===== src/rtl/twiddle_sequencer_pkg.sv =====
// Shared constants and helpers for the twiddle sequencer.
//   N / LOG2N   : FFT size (32-point) and its log2.
//   TW_ENTRIES  : twiddle ROM depth (W32^0 .. W32^15).
//   cos_q30     : cos(2*pi*j/32) for j = 0..8 in Q30. This is the only angle table;
//                 every other twiddle is derived from it by quadrant symmetry, and the
//                 scale to the coefficient width happens at elaboration in round_scale.
package twiddle_sequencer_pkg;

    localparam int N          = 32;
    localparam int LOG2N      = 5;
    localparam int TW_ENTRIES = 16;
    localparam int ANGLE_FRAC = 30;

    typedef logic [3:0] tw_addr_t;

    // First quadrant of cos(2*pi*j/32), Q30, j = 0..8.
    function automatic longint cos_q30(input int j);
        case (j)
            0:       return 64'sd1073741824;
            1:       return 64'sd1053110176;
            2:       return 64'sd992008094;
            3:       return 64'sd892783698;
            4:       return 64'sd759250125;
            5:       return 64'sd596538995;
            6:       return 64'sd410903207;
            7:       return 64'sd209476638;
            default: return 64'sd0;
        endcase
    endfunction

    // cos(2*pi*k/32), k = 0..15 (second quadrant mirrors the first with sign flip).
    function automatic longint cos_k_q30(input int k);
        return (k <= 8) ? cos_q30(k) : -cos_q30(16 - k);
    endfunction

    // sin(2*pi*k/32), k = 0..15 (non-negative over the half circle).
    function automatic longint sin_k_q30(input int k);
        return (k <= 8) ? cos_q30(8 - k) : cos_q30(k - 8);
    endfunction

    // Rescale a Q30 value to 2^scale_bits, rounding half away from zero.
    function automatic longint round_scale(input longint v, input int scale_bits);
        longint mag;
        mag = (v < 0) ? -v : v;
        mag = (mag * (64'sd1 <<< scale_bits) + (64'sd1 <<< (ANGLE_FRAC - 1))) >>> ANGLE_FRAC;
        return (v < 0) ? -mag : mag;
    endfunction

endpackage


===== src/rtl/twiddle_sequencer_rom.sv =====
// twiddle_rom: 16-entry synchronous-read twiddle ROM.
//   clk, rst : clock, synchronous active-high reset (clears the output register).
//   en       : read enable; output register holds its value when low.
//   addr     : twiddle index k (W32^k).
//   re, im   : round(cos(2*pi*k/32)*2^(WIDTH-3)), round(-sin(2*pi*k/32)*2^(WIDTH-3)).
module twiddle_rom
    import twiddle_sequencer_pkg::*;
#(
    parameter int WIDTH = 10
) (
    input  logic                    clk,
    input  logic                    rst,
    input  logic                    en,
    input  tw_addr_t                addr,
    output logic signed [WIDTH-2:0] re,
    output logic signed [WIDTH-2:0] im
);

    localparam int TW_W       = WIDTH - 1;
    localparam int SCALE_BITS = WIDTH - 3;

    logic [2*TW_W-1:0] table_q [TW_ENTRIES];

    // Contents are fixed at elaboration from WIDTH.
    for (genvar g = 0; g < TW_ENTRIES; g++) begin : g_entry
        localparam longint RE_V = round_scale(cos_k_q30(g), SCALE_BITS);
        localparam longint IM_V = round_scale(-sin_k_q30(g), SCALE_BITS);
        assign table_q[g] = {TW_W'(RE_V), TW_W'(IM_V)};
    end

    always_ff @(posedge clk) begin
        if (rst) begin
            re <= '0;
            im <= '0;
        end else if (en) begin
            {re, im} <= table_q[addr];
        end
    end

endmodule


===== src/rtl/twiddle_sequencer.sv =====
// twiddle_sequencer: feeds the complex multiplier between two radix-2 DIF MDC stages.
// Tracks the position n of each lower-branch sample within its block, maps it to the
// twiddle index k = n << (STAGE-1), and presents data, coefficients and bypass select
// aligned, exactly 2 cycles after the input.
//   clk, rst           : clock, synchronous active-high reset.
//   in_valid, in_sof   : sample strobe and first-of-frame marker (qualified by in_valid).
//   in_re, in_im       : sample.
//   out_valid, out_sof : aligned strobe / frame marker.
//   x0_re, x0_im       : delayed sample.
//   rom_re, rom_im     : twiddle W32^k.
//   mul_mode           : 1 when k==0 (multiplier bypass) or when no valid output.
module twiddle_sequencer
    import twiddle_sequencer_pkg::*;
#(
    parameter int WIDTH = 10,
    parameter int STAGE = 1
) (
    input  logic                    clk,
    input  logic                    rst,
    input  logic                    in_valid,
    input  logic                    in_sof,
    input  logic signed [WIDTH-1:0] in_re,
    input  logic signed [WIDTH-1:0] in_im,
    output logic                    out_valid,
    output logic                    out_sof,
    output logic signed [WIDTH-1:0] x0_re,
    output logic signed [WIDTH-1:0] x0_im,
    output logic signed [WIDTH-2:0] rom_re,
    output logic signed [WIDTH-2:0] rom_im,
    output logic                    mul_mode
);

    localparam int L  = N >> STAGE;
    localparam int NW = LOG2N - STAGE;

    logic [NW-1:0] n, n_use, n_next;
    tw_addr_t      k_now;

    logic [2:1]              vld_pipe;
    logic [2:1]              sof_pipe;
    logic signed [WIDTH-1:0] s1_re, s1_im;
    tw_addr_t                s1_k;

    // A qualified sof restarts the block on this very sample.
    always_comb begin
        n_use  = in_sof ? '0 : n;
        n_next = (n_use == NW'(L - 1)) ? '0 : n_use + NW'(1);
        k_now  = tw_addr_t'(n_use) << (STAGE - 1);
    end

    always_ff @(posedge clk) begin
        if (rst) begin
            n        <= '0;
            vld_pipe <= '0;
            sof_pipe <= '0;
            s1_re    <= '0;
            s1_im    <= '0;
            s1_k     <= '0;
            x0_re    <= '0;
            x0_im    <= '0;
            mul_mode <= 1'b1;
        end else begin
            // Stage 1: capture sample and its twiddle index.
            vld_pipe[1] <= in_valid;
            sof_pipe[1] <= in_valid & in_sof;
            if (in_valid) begin
                n     <= n_next;
                s1_re <= in_re;
                s1_im <= in_im;
                s1_k  <= k_now;
            end
            // Stage 2: aligned with the ROM output register.
            vld_pipe[2] <= vld_pipe[1];
            sof_pipe[2] <= sof_pipe[1];
            if (vld_pipe[1]) begin
                x0_re    <= s1_re;
                x0_im    <= s1_im;
                mul_mode <= (s1_k == '0);
            end else begin
                mul_mode <= 1'b1;
            end
        end
    end

    twiddle_rom #(.WIDTH(WIDTH)) u_rom (
        .clk  (clk),
        .rst  (rst),
        .en   (vld_pipe[1]),
        .addr (s1_k),
        .re   (rom_re),
        .im   (rom_im)
    );

    assign out_valid = vld_pipe[2];
    assign out_sof   = sof_pipe[2];

endmodule

===== config.mk =====
export PLATFORM = sky130hd
export DESIGN_NAME = twiddle_sequencer
export DESIGN_NICKNAME = d
export VERILOG_FILES = /design/src/rtl/twiddle_sequencer_pkg.sv /design/src/rtl/twiddle_sequencer_rom.sv /design/src/rtl/twiddle_sequencer.sv
export SDC_FILE = /design/constraint.sdc
export NUM_CORES = 1
export LEC_CHECK = 0
export ABC_AREA = 1
export BUFFER_PORTS_ARGS = -buffer_cell sky130_fd_sc_hd__buf_4
export CORE_UTILIZATION = 45
export CTS_CLUSTER_SIZE = 14
export DETAILED_ROUTE_END_ITERATION = 8
export PLACE_DENSITY_LB_ADDON = 0.12
export SYNTH_ARGS = -nofsm -noshare
export SYNTH_HDL_FRONTEND = slang
export SYNTH_SLANG_ARGS = --single-unit

===== constraint.sdc =====
create_clock -name clk -period 3 [get_ports clk]
set_input_delay 0.15 -clock clk [delete_from_list [all_inputs] [get_ports clk]]
set_output_delay 0.15 -clock clk [all_outputs]
set_load 0.005 [all_outputs]

Yosys cells after proc, flatten, opt, wreduce, memory -nomap -nowiden
Memory sizes are Yosys's and may differ from the RTL's. A register that Yosys moved wholly into a read port is not among the register bits.
Index checks and enable logic that the tools add are counted.
{ "totals": {"register_bits": 53, "mem_bits_ro": 288, "input_bits": 24, "output_inout_bits": 41, "elab_cells": 19, "mem_count": 1} }
{ "classes": {"n_addsub": 1, "eq_ne": 1, "n_mux": 2, "n_bitwise": 3, "reduce_logical": 2} }
{ "mem_list": {"columns": ["name", "words", "width", "read_ports", "rd_clocked_by_memory_dff", "write_ports", "line_no", "rtl"], "rows": [
  ["(no name shown)", 16, 18, 1, 1, 0, "twiddle_sequencer_rom.sv:36", "{re, im} <= table_q[addr];"]
]} }
{ "ops": {"columns": ["op", "count"], "rows": [
  ["$mux W4", 2],
  ["$not A4 Y5", 1],
  ["$add A4 B1 Y4 const B", 1],
  ["$eq A4 B4 Y1 const B", 1],
  ["$logic_not A4 Y1", 1],
  ["$reduce_or A2 Y1", 1],
  ["$and A1 B1 Y1", 1],
  ["$not A1 Y1", 1]
]} }

Logic depth before layout (Yosys ltp)
Gate-level depths: netlist of the first run.
{ "depth": {"depth_word": 3, "ltp_mapped": 9} }

By module
From an unflattened synthesis of the first run, not the netlist that was laid out.
{ "hier_totals": {"hier_cells": 389, "hier_area_um2": 2897.8} }
{ "by_module_without_submodules": {"columns": ["mod", "n_inst", "cells_per_inst", "area_per_inst_um2", "seq_area_each_um2"], "rows": [
  ["twiddle_sequencer", 1, 238, 1883.1, 1061.0],
  ["twiddle_rom", 1, 151, 1014.7, 340.3]
]} }

Worst setup path before layout of the first run
OpenSTA, ideal clock, no wires.
{ "synth_timing": {"kind": "reg-to-reg", "start": "register s1_k[1]", "end": "register u_rom.re[2]", "t_arrival_ps": 1214, "setup_slack_ps": 1677, "stages_incl_launch_ff": 9, "synth_period_minus_slack_ps": 1323, "path_cell_list": "dfxtp_1 inv_1 ha_1 nand2_1 nand2_1 nand2_1 nand3_1 nand2_1 inv_1"} }
{ "synth_between": {"elab_chain_cells": 1} }
{ "synth_lines": {"columns": ["element", "line_no", "rtl"], "rows": [
  ["start: declaration", "twiddle_sequencer.sv:42", "tw_addr_t s1_k;"],
  ["start signal: assignment", "twiddle_sequencer.sv:70", "s1_k <= k_now;"],
  ["$not A4 Y5 (implied by the code)", "twiddle_sequencer_rom.sv:36", null],
  ["end: declaration", "twiddle_sequencer_rom.sv:15", "output logic signed [WIDTH-2:0] re,"]
]} }
Every way passes these cells.
A chain may end at the register's enable or synchronous reset.

Worst setup path in the final report of the first run
{ "layout_timing": {"start": "register s1_k[1]", "end": "register u_rom.im[2]"} }
{ "layout_between": {"elab_chain_cells": 1} }
{ "layout_lines": {"columns": ["element", "line_no", "rtl"], "rows": [
  ["$not A4 Y5 (implied by the code)", "twiddle_sequencer_rom.sv:36", null],
  ["end: declaration", "twiddle_sequencer_rom.sv:16", "output logic signed [WIDTH-2:0] im"]
]} }
Every way passes these cells.

==> out/metrics.csv, run 1 <==
stage;metric;value;unit
status;status;complete, no violations;
sta;final worst-path cycle share;0.509;
placement;gpl congestion;0.866;
sta;Setup TNS;0;ns
final_layout;nets@finish;427;
final_layout;share of layout cells above drive strength 1;0.215;
final_layout;Area Overhead vs Synth;25.1;%
floorplan;die width;79.6;µm
setup_path;r2r setup slk;1.47;ns
synth;post-synthesis cell type count;22;
drt;DRT iter0 DRCs;178;
sta;clock skew;0.00466;ns
clocking;Reg clk slew, reported paths;0.07;ns
setup_path;Setup crit end;u_rom.im[2];
final_layout;Antenna Cells;0;
grt;total grt overflow;0;
sta;Min Clock Period, post-route;1.53;ns
synth;Ys Warns;0;
setup_path;r2r startpoint;s1_k[1];
drt;Wirelength per Cell;12.7;µm
grt;GRT Util Overall;0.203;
clocking;Clock Path Buffers;2;
power;Leak;1.63;nW
clocking;Sink Count;70;
setup_path;r2r worst-path depth;8;
clocking;worst-skew pair later-pin latency;0.33;ns
final_layout;Seq. cell area;0.00140;mm²
sta;final count of hold timing violations;0;
sta;Slew @ Worst Pin;0.687;ns
job;maxcap violations;0;
floorplan;Ports;65;
synth;asr flop ratio synth;0;
clocking;CTS buffer count;9;
placement;DP HPWL;3970;µm
grt;vias in the first global route;2179;
sta;RSZ-0062 raised after global routing;no;
synth;Post-synth EDFFs;0;
floorplan;Row Count;27;
sta;endpoints failing setup;0;
synth;Mapped Nets;370;
setup_path;R2R Path End;u_rom.im[2];
drt;DRC errors left;0;
power;pwr/cell area;579;mW/mm²
synth;Synth Instances;339;
sta;pins over their slew limit;0;
synth;synthesized area;0.00271;mm²
final_layout;cell area after layout;0.00339;mm²
clocking;CTS tree;yes;
placement;placed inst area;0.00318;mm²
clocking;cts repair resizes;0;
setup_path;Crit. End Element;register;
floorplan;core area;0.00564;mm²
synth;share of the synthesized area in the top cell type;0.518;
drt;DR vias;2355;
drt;ANT nets after route;0;
synth;Syn Area/Cell;7.99;µm²
synth;area leader, netlist;dfxtp_1;
synth;ranking of synthesized cells by area;dfxtp_1 (52%), nand2_1 (10%), o21ai_0 (8.5%);
setup_path;WS Path Type;register to register;
sta;Worst Hold Slack;0.0138;ns
worst_hold_path;Worst Hold Class;input port to register;
setup_path;arrival time of the worst setup path;1.75;ns
synth;sequential share of the synthesized area;0.518;
clocking;CTS root buf;clkbuf_8;
worst_hold_path;Hold Path Stages;3;
drt;vias per std cell;4.99;
setup_path;Worst setup startpoint;s1_k[1];
floorplan;die area;0.00633;mm²
sta;Peak Freq;655;MHz
clocking;# Post-CTS Setup Buffers;0;
power;maximum VDD drop;0.332;mV
sta;relative slew slack;0.542;
grt;initial antenna violation count;0;
setup_path;CP Max Fanout;7;
grt;largest net degree at the start of global routing;46;
grt;first-pass GRT wire length;9860;µm
power;Pwr Total;1.96;mW
clocking;Post-CTS Hold Fix Bufs;0;
setup_path;crit path launch type;register;
clocking;CTS H-tree lvls;3;
drt;drt pass-1 iters;4;
floorplan;Chip Height;79.6;µm
synth;register bit count reported by yosys;70;
drt;DRT Wirelength;6000;µm
synth;ys flop type;dfxtp_1;
setup_path;WP data required;3.22;ns
placement;port bufs;64;
floorplan;initial core utilization;0.480;
final_layout;fillers;540;
final_layout;Multi-input gate area;0.00108;mm²
==> worst max-delay path, stage by stage (launching register included) <==
cell     delay [ns]
dfxtp_1        0.44
inv_1          0.16
ha_1           0.34
nand2_1        0.15
nand2_1        0.10
nand2_1        0.08
nand2_1        0.05
nand2_1        0.05
nand2_1        0.05
==> cells by family (layout without fill, tap and decap cells) <==
family                     Yosys count  in the layout  synth area share
AOI/OAI and AO/OA                   86             86             0.181
and+or+nand+nor                    126            126             0.187
adders and majority gates            7              7            0.0323
buffers and inverters               50            111            0.0823
DFF                                 70             70             0.518
==> state kept, by name, summed over array words and instances, names as in the netlist, 2 cells and up <==
| register | count |
|---|---|
| u_rom.re | 9 |
| sof_pipe | 2 |
| s1_im | 10 |
| vld_pipe | 2 |
| u_rom.im | 8 |
| x0_re | 10 |
| x0_im | 10 |
| n | 4 |
| s1_k | 4 |
| s1_re | 10 |
==> through the flow <==
stage,setup slack [ns],std cells,util
final,1.47,472,0.600
after floorplan,1.68,339,-
after global placement,1.38,457,0.564
after global routing,1.30,472,0.600
after CTS,1.48,472,0.600
after detailed placement,1.40,457,0.564
==> cell usage after synthesis (4+ instances only) <==
master and count:
a21oi_1 21, a22o_1 13, buf_2 10, clkbuf_1 4, dfxtp_1 70, ha_1 7
inv_1 28, nand2_1 74, nand3_1 15, nor2_1 33, o21ai_0 46
==> final cells by class <==
class | count | share of cell area
Sequential cell | 70 | 0.414
Multi-Input combinational cell | 219 | 0.320
Timing Repair Buffer | 65 | 0.144
Clock buffer | 12 | 0.0488
Inverter | 31 | 0.0344
Tap cell | 72 | 0.0266
Clock inverter | 3 | 0.0126
==> how the worst min path moves through the flow <==
stage | from | end
global route | rst | sof_pipe[2]
detailed placement | in_im[1] | s1_im[1]
CTS | in_im[1] | s1_im[1]
finish | in_im[2] | s1_im[2]
floorplan | rst | sof_pipe[2]
global placement | in_im[5] | s1_im[5]
==> layer usage <==
metal  vias to the layer above  GRT usage  routed length (µm)
met2                        65      0.320                2770
met5                         -          0                   0
li1                       1217          -                   -
met1                      1064      0.257                2860
met4                         0      0.104                  80
met3                         9     0.0469                 284
==> cells in the final DEF, fill, tap and decap left out, types with 12 or more instances in the layout <==
master | synthesis | layout
o21ai_0 | 46 | 46
dfxtp_1 | 70 | 70
clkbuf_8 | 0 | 12
a22o_1 | 13 | 13
nor2_1 | 33 | 33
nand2_1 | 74 | 74
buf_4 | 2 | 65
a21oi_1 | 21 | 21
inv_1 | 28 | 28
nand3_1 | 15 | 15
==> power breakdown <==
group | leakage, nW | internal [mW] | switching, mW
sequential | 0.575 | 0.977 | 0.0231
combinational | 0.950 | 0.0856 | 0.0891
clock | 0.104 | 0.446 | 0.339
total | 1.63 | 1.51 | 0.451
Note: power is estimated with default switching activity, not from simulation.
==> run 2: changes to the inputs <==
- clock period: 3 -> 1.58 ns (I/O delays scaled with it)
==> out/metrics.csv, run 2 (synthesis gave the netlist of run 1 again) <==
stage;metric;value;unit;change
final_layout;nets@finish;459;;+7.5%
clocking;Reg clk slew, reported paths;0.07;ns;about the same
drt;DRT iter0 DRCs;179;;+0.56%
grt;initial antenna violation count;0;;unchanged
setup_path;crit path launch type;register;;
drt;vias per std cell;4.92;;-1.5%
setup_path;Crit. End Element;register;;
status;status;complete, no violations;;
sta;clock skew;0.0113;ns;+0.00662 ns
final_layout;Area Overhead vs Synth;35.1;%;
setup_path;r2r worst-path depth;8;;unchanged
placement;DP HPWL;4190;µm;+5.4%
grt;GRT Util Overall;0.222;;+0.0194
sta;Setup TNS;0;ns;unchanged
floorplan;core area;0.00564;mm²;unchanged
sta;final worst-path cycle share;0.907;;+0.398
drt;DRC errors left;0;;unchanged
clocking;CTS tree;yes;;
grt;largest net degree at the start of global routing;25;;-46%
power;pwr/cell area;999;mW/mm²;+73%
sta;relative slew slack;0.734;;+0.193
drt;Wirelength per Cell;12.4;µm;-2.6%
power;Leak;1.75;nW;+7.7%
sta;Worst Hold Slack;0.0717;ns;+0.0579 ns
clocking;Sink Count;70;;unchanged
grt;total grt overflow;0;;unchanged
clocking;Clock Path Buffers;2;;unchanged
final_layout;most frequent cells in the layout;buf_4 (75), nand2_1 (74), dfxtp_1 (70);;
drt;ANT nets after route;0;;unchanged
sta;endpoints failing setup;0;;unchanged
floorplan;initial core utilization;0.480;;unchanged
sta;Peak Freq;698;MHz;+6.6%
final_layout;share of layout cells above drive strength 1;0.219;;+0.00440
worst_hold_path;Hold Path Stages;3;;unchanged
floorplan;Row Count;27;;unchanged
placement;port bufs;64;;unchanged
sta;RSZ-0062 raised after global routing;no;;
final_layout;commonest non-fill, non-tap cell in the layout;buf_4;;
worst_hold_path;Worst Hold Class;input port to register;;
final_layout;non-filler cells in the finished layout;505;;+7.0%
clocking;worst-skew pair later-pin latency;0.34;ns;about the same
placement;gpl congestion;0.899;;+3.8%
clocking;CTS buffer count;9;;unchanged
clocking;CTS root buf;clkbuf_8;;
clocking;CTS H-tree lvls;3;;unchanged
setup_path;WP data required;1.80;ns;-1.42 ns
grt;vias in the first global route;2376;;+9.0%
drt;DRT Wirelength;6250;µm;+4.2%
final_layout;Antenna Cells;0;;unchanged
placement;placed inst area;0.00325;mm²;+2.4%
floorplan;Ports;65;;unchanged
clocking;# Post-CTS Setup Buffers;0;;unchanged
floorplan;Chip Height;79.6;µm;unchanged
job;maxcap violations;0;;unchanged
floorplan;die width;79.6;µm;unchanged
sta;Slew @ Worst Pin;0.398;ns;-0.289 ns
setup_path;CP Max Fanout;7;;unchanged
drt;drt pass-1 iters;4;;unchanged
sta;pins over their slew limit;0;;unchanged
placement;placed insts;467;;+2.2%
setup_path;arrival time of the worst setup path;1.66;ns;-0.09 ns
setup_path;WS Path Type;register to register;;
power;maximum VDD drop;0.610;mV;+84%
sta;final count of hold timing violations;0;;unchanged
final_layout;cell area after layout;0.00366;mm²;+8.0%
sta;Min Clock Period, post-route;1.43;ns;-0.0942 ns
grt;first-pass GRT wire length;10800;µm;+9.3%
drt;DR vias;2483;;+5.4%
floorplan;die area;0.00633;mm²;unchanged
power;Pwr Total;3.66;mW;+87%
==> run 2: cell count changes in the layout (fill, tap and decap cells not counted) <==
cell	previous run	this run
inv_1	28	27
clkbuf_8	12	9
clkinv_2	1	3
clkbuf_1	0	3
buf_4	65	75
dlygate4sd3_1	0	22
==> run 2: critical path, cell delays in order (launching register included) <==
cell and delay, ns:
dfxtp_1 0.42, inv_2 0.10, ha_1 0.34, nand2_1 0.16, nand2_1 0.09, nand2_1 0.06
nand2_1 0.05, nand2_1 0.06, nand2_1 0.05
==> run 2: worst paths after layout <==
check,from,endpoint,slack (ns)
min,in_sof,sof_pipe[1],0.07
max reg2reg,s1_k[0],u_rom.im[2],0.15
max,s1_k[0],u_rom.im[2],0.15
min reg2reg,sof_pipe[1],sof_pipe[2],0.41
==> run 2: final cells by class <==
type / instances / area [µm²]
Timing Repair Buffer: 97 / 783
Tap cell: 72 / 90.1
Inverter: 31 / 118
Clock inverter: 4 / 47.5
Clock buffer: 12 / 135
Multi-Input combinational cell: 219 / 1080
Sequential cell: 70 / 1400
Fill cell: 496 / 1980
==> run 2: where the power goes <==
group	internal [mW]	total [mW]	switching (mW)
Combinational	0.208	0.392	0.184
Clock	0.726	1.37	0.641
Sequential	1.85	1.90	0.0424
Total	2.79	3.66	0.867
==> run 2: repair_timing <==
action / CTS / global route
hold buffers: 22 / 0
hold endpoints to repair: 22 / 0
setup endpoints to repair: 0 / 5
gates resized for setup: 0 / 2
==> run 2: layer usage <==
| metal | vias up | global-route usage | wire [µm] |
|---|---|---|---|
| met5 | - | 0 | 0 |
| met4 | 0 | 0.115 | 129 |
| met3 | 12 | 0.0400 | 256 |
| met2 | 62 | 0.364 | 2970 |
| met1 | 1129 | 0.277 | 2890 |
| li1 | 1280 | - | - |
==> run 2: stage by stage <==
| step | setup WS [ns] | util |
|---|---|---|
| after floorplan | 0.257 | - |
| after global placement | 0.160 | 0.577 |
| after detailed placement | 0.129 | 0.577 |
| after CTS | 0.105 | 0.648 |
| after global routing | 0.0128 | 0.648 |
| final | 0.147 | 0.648 |
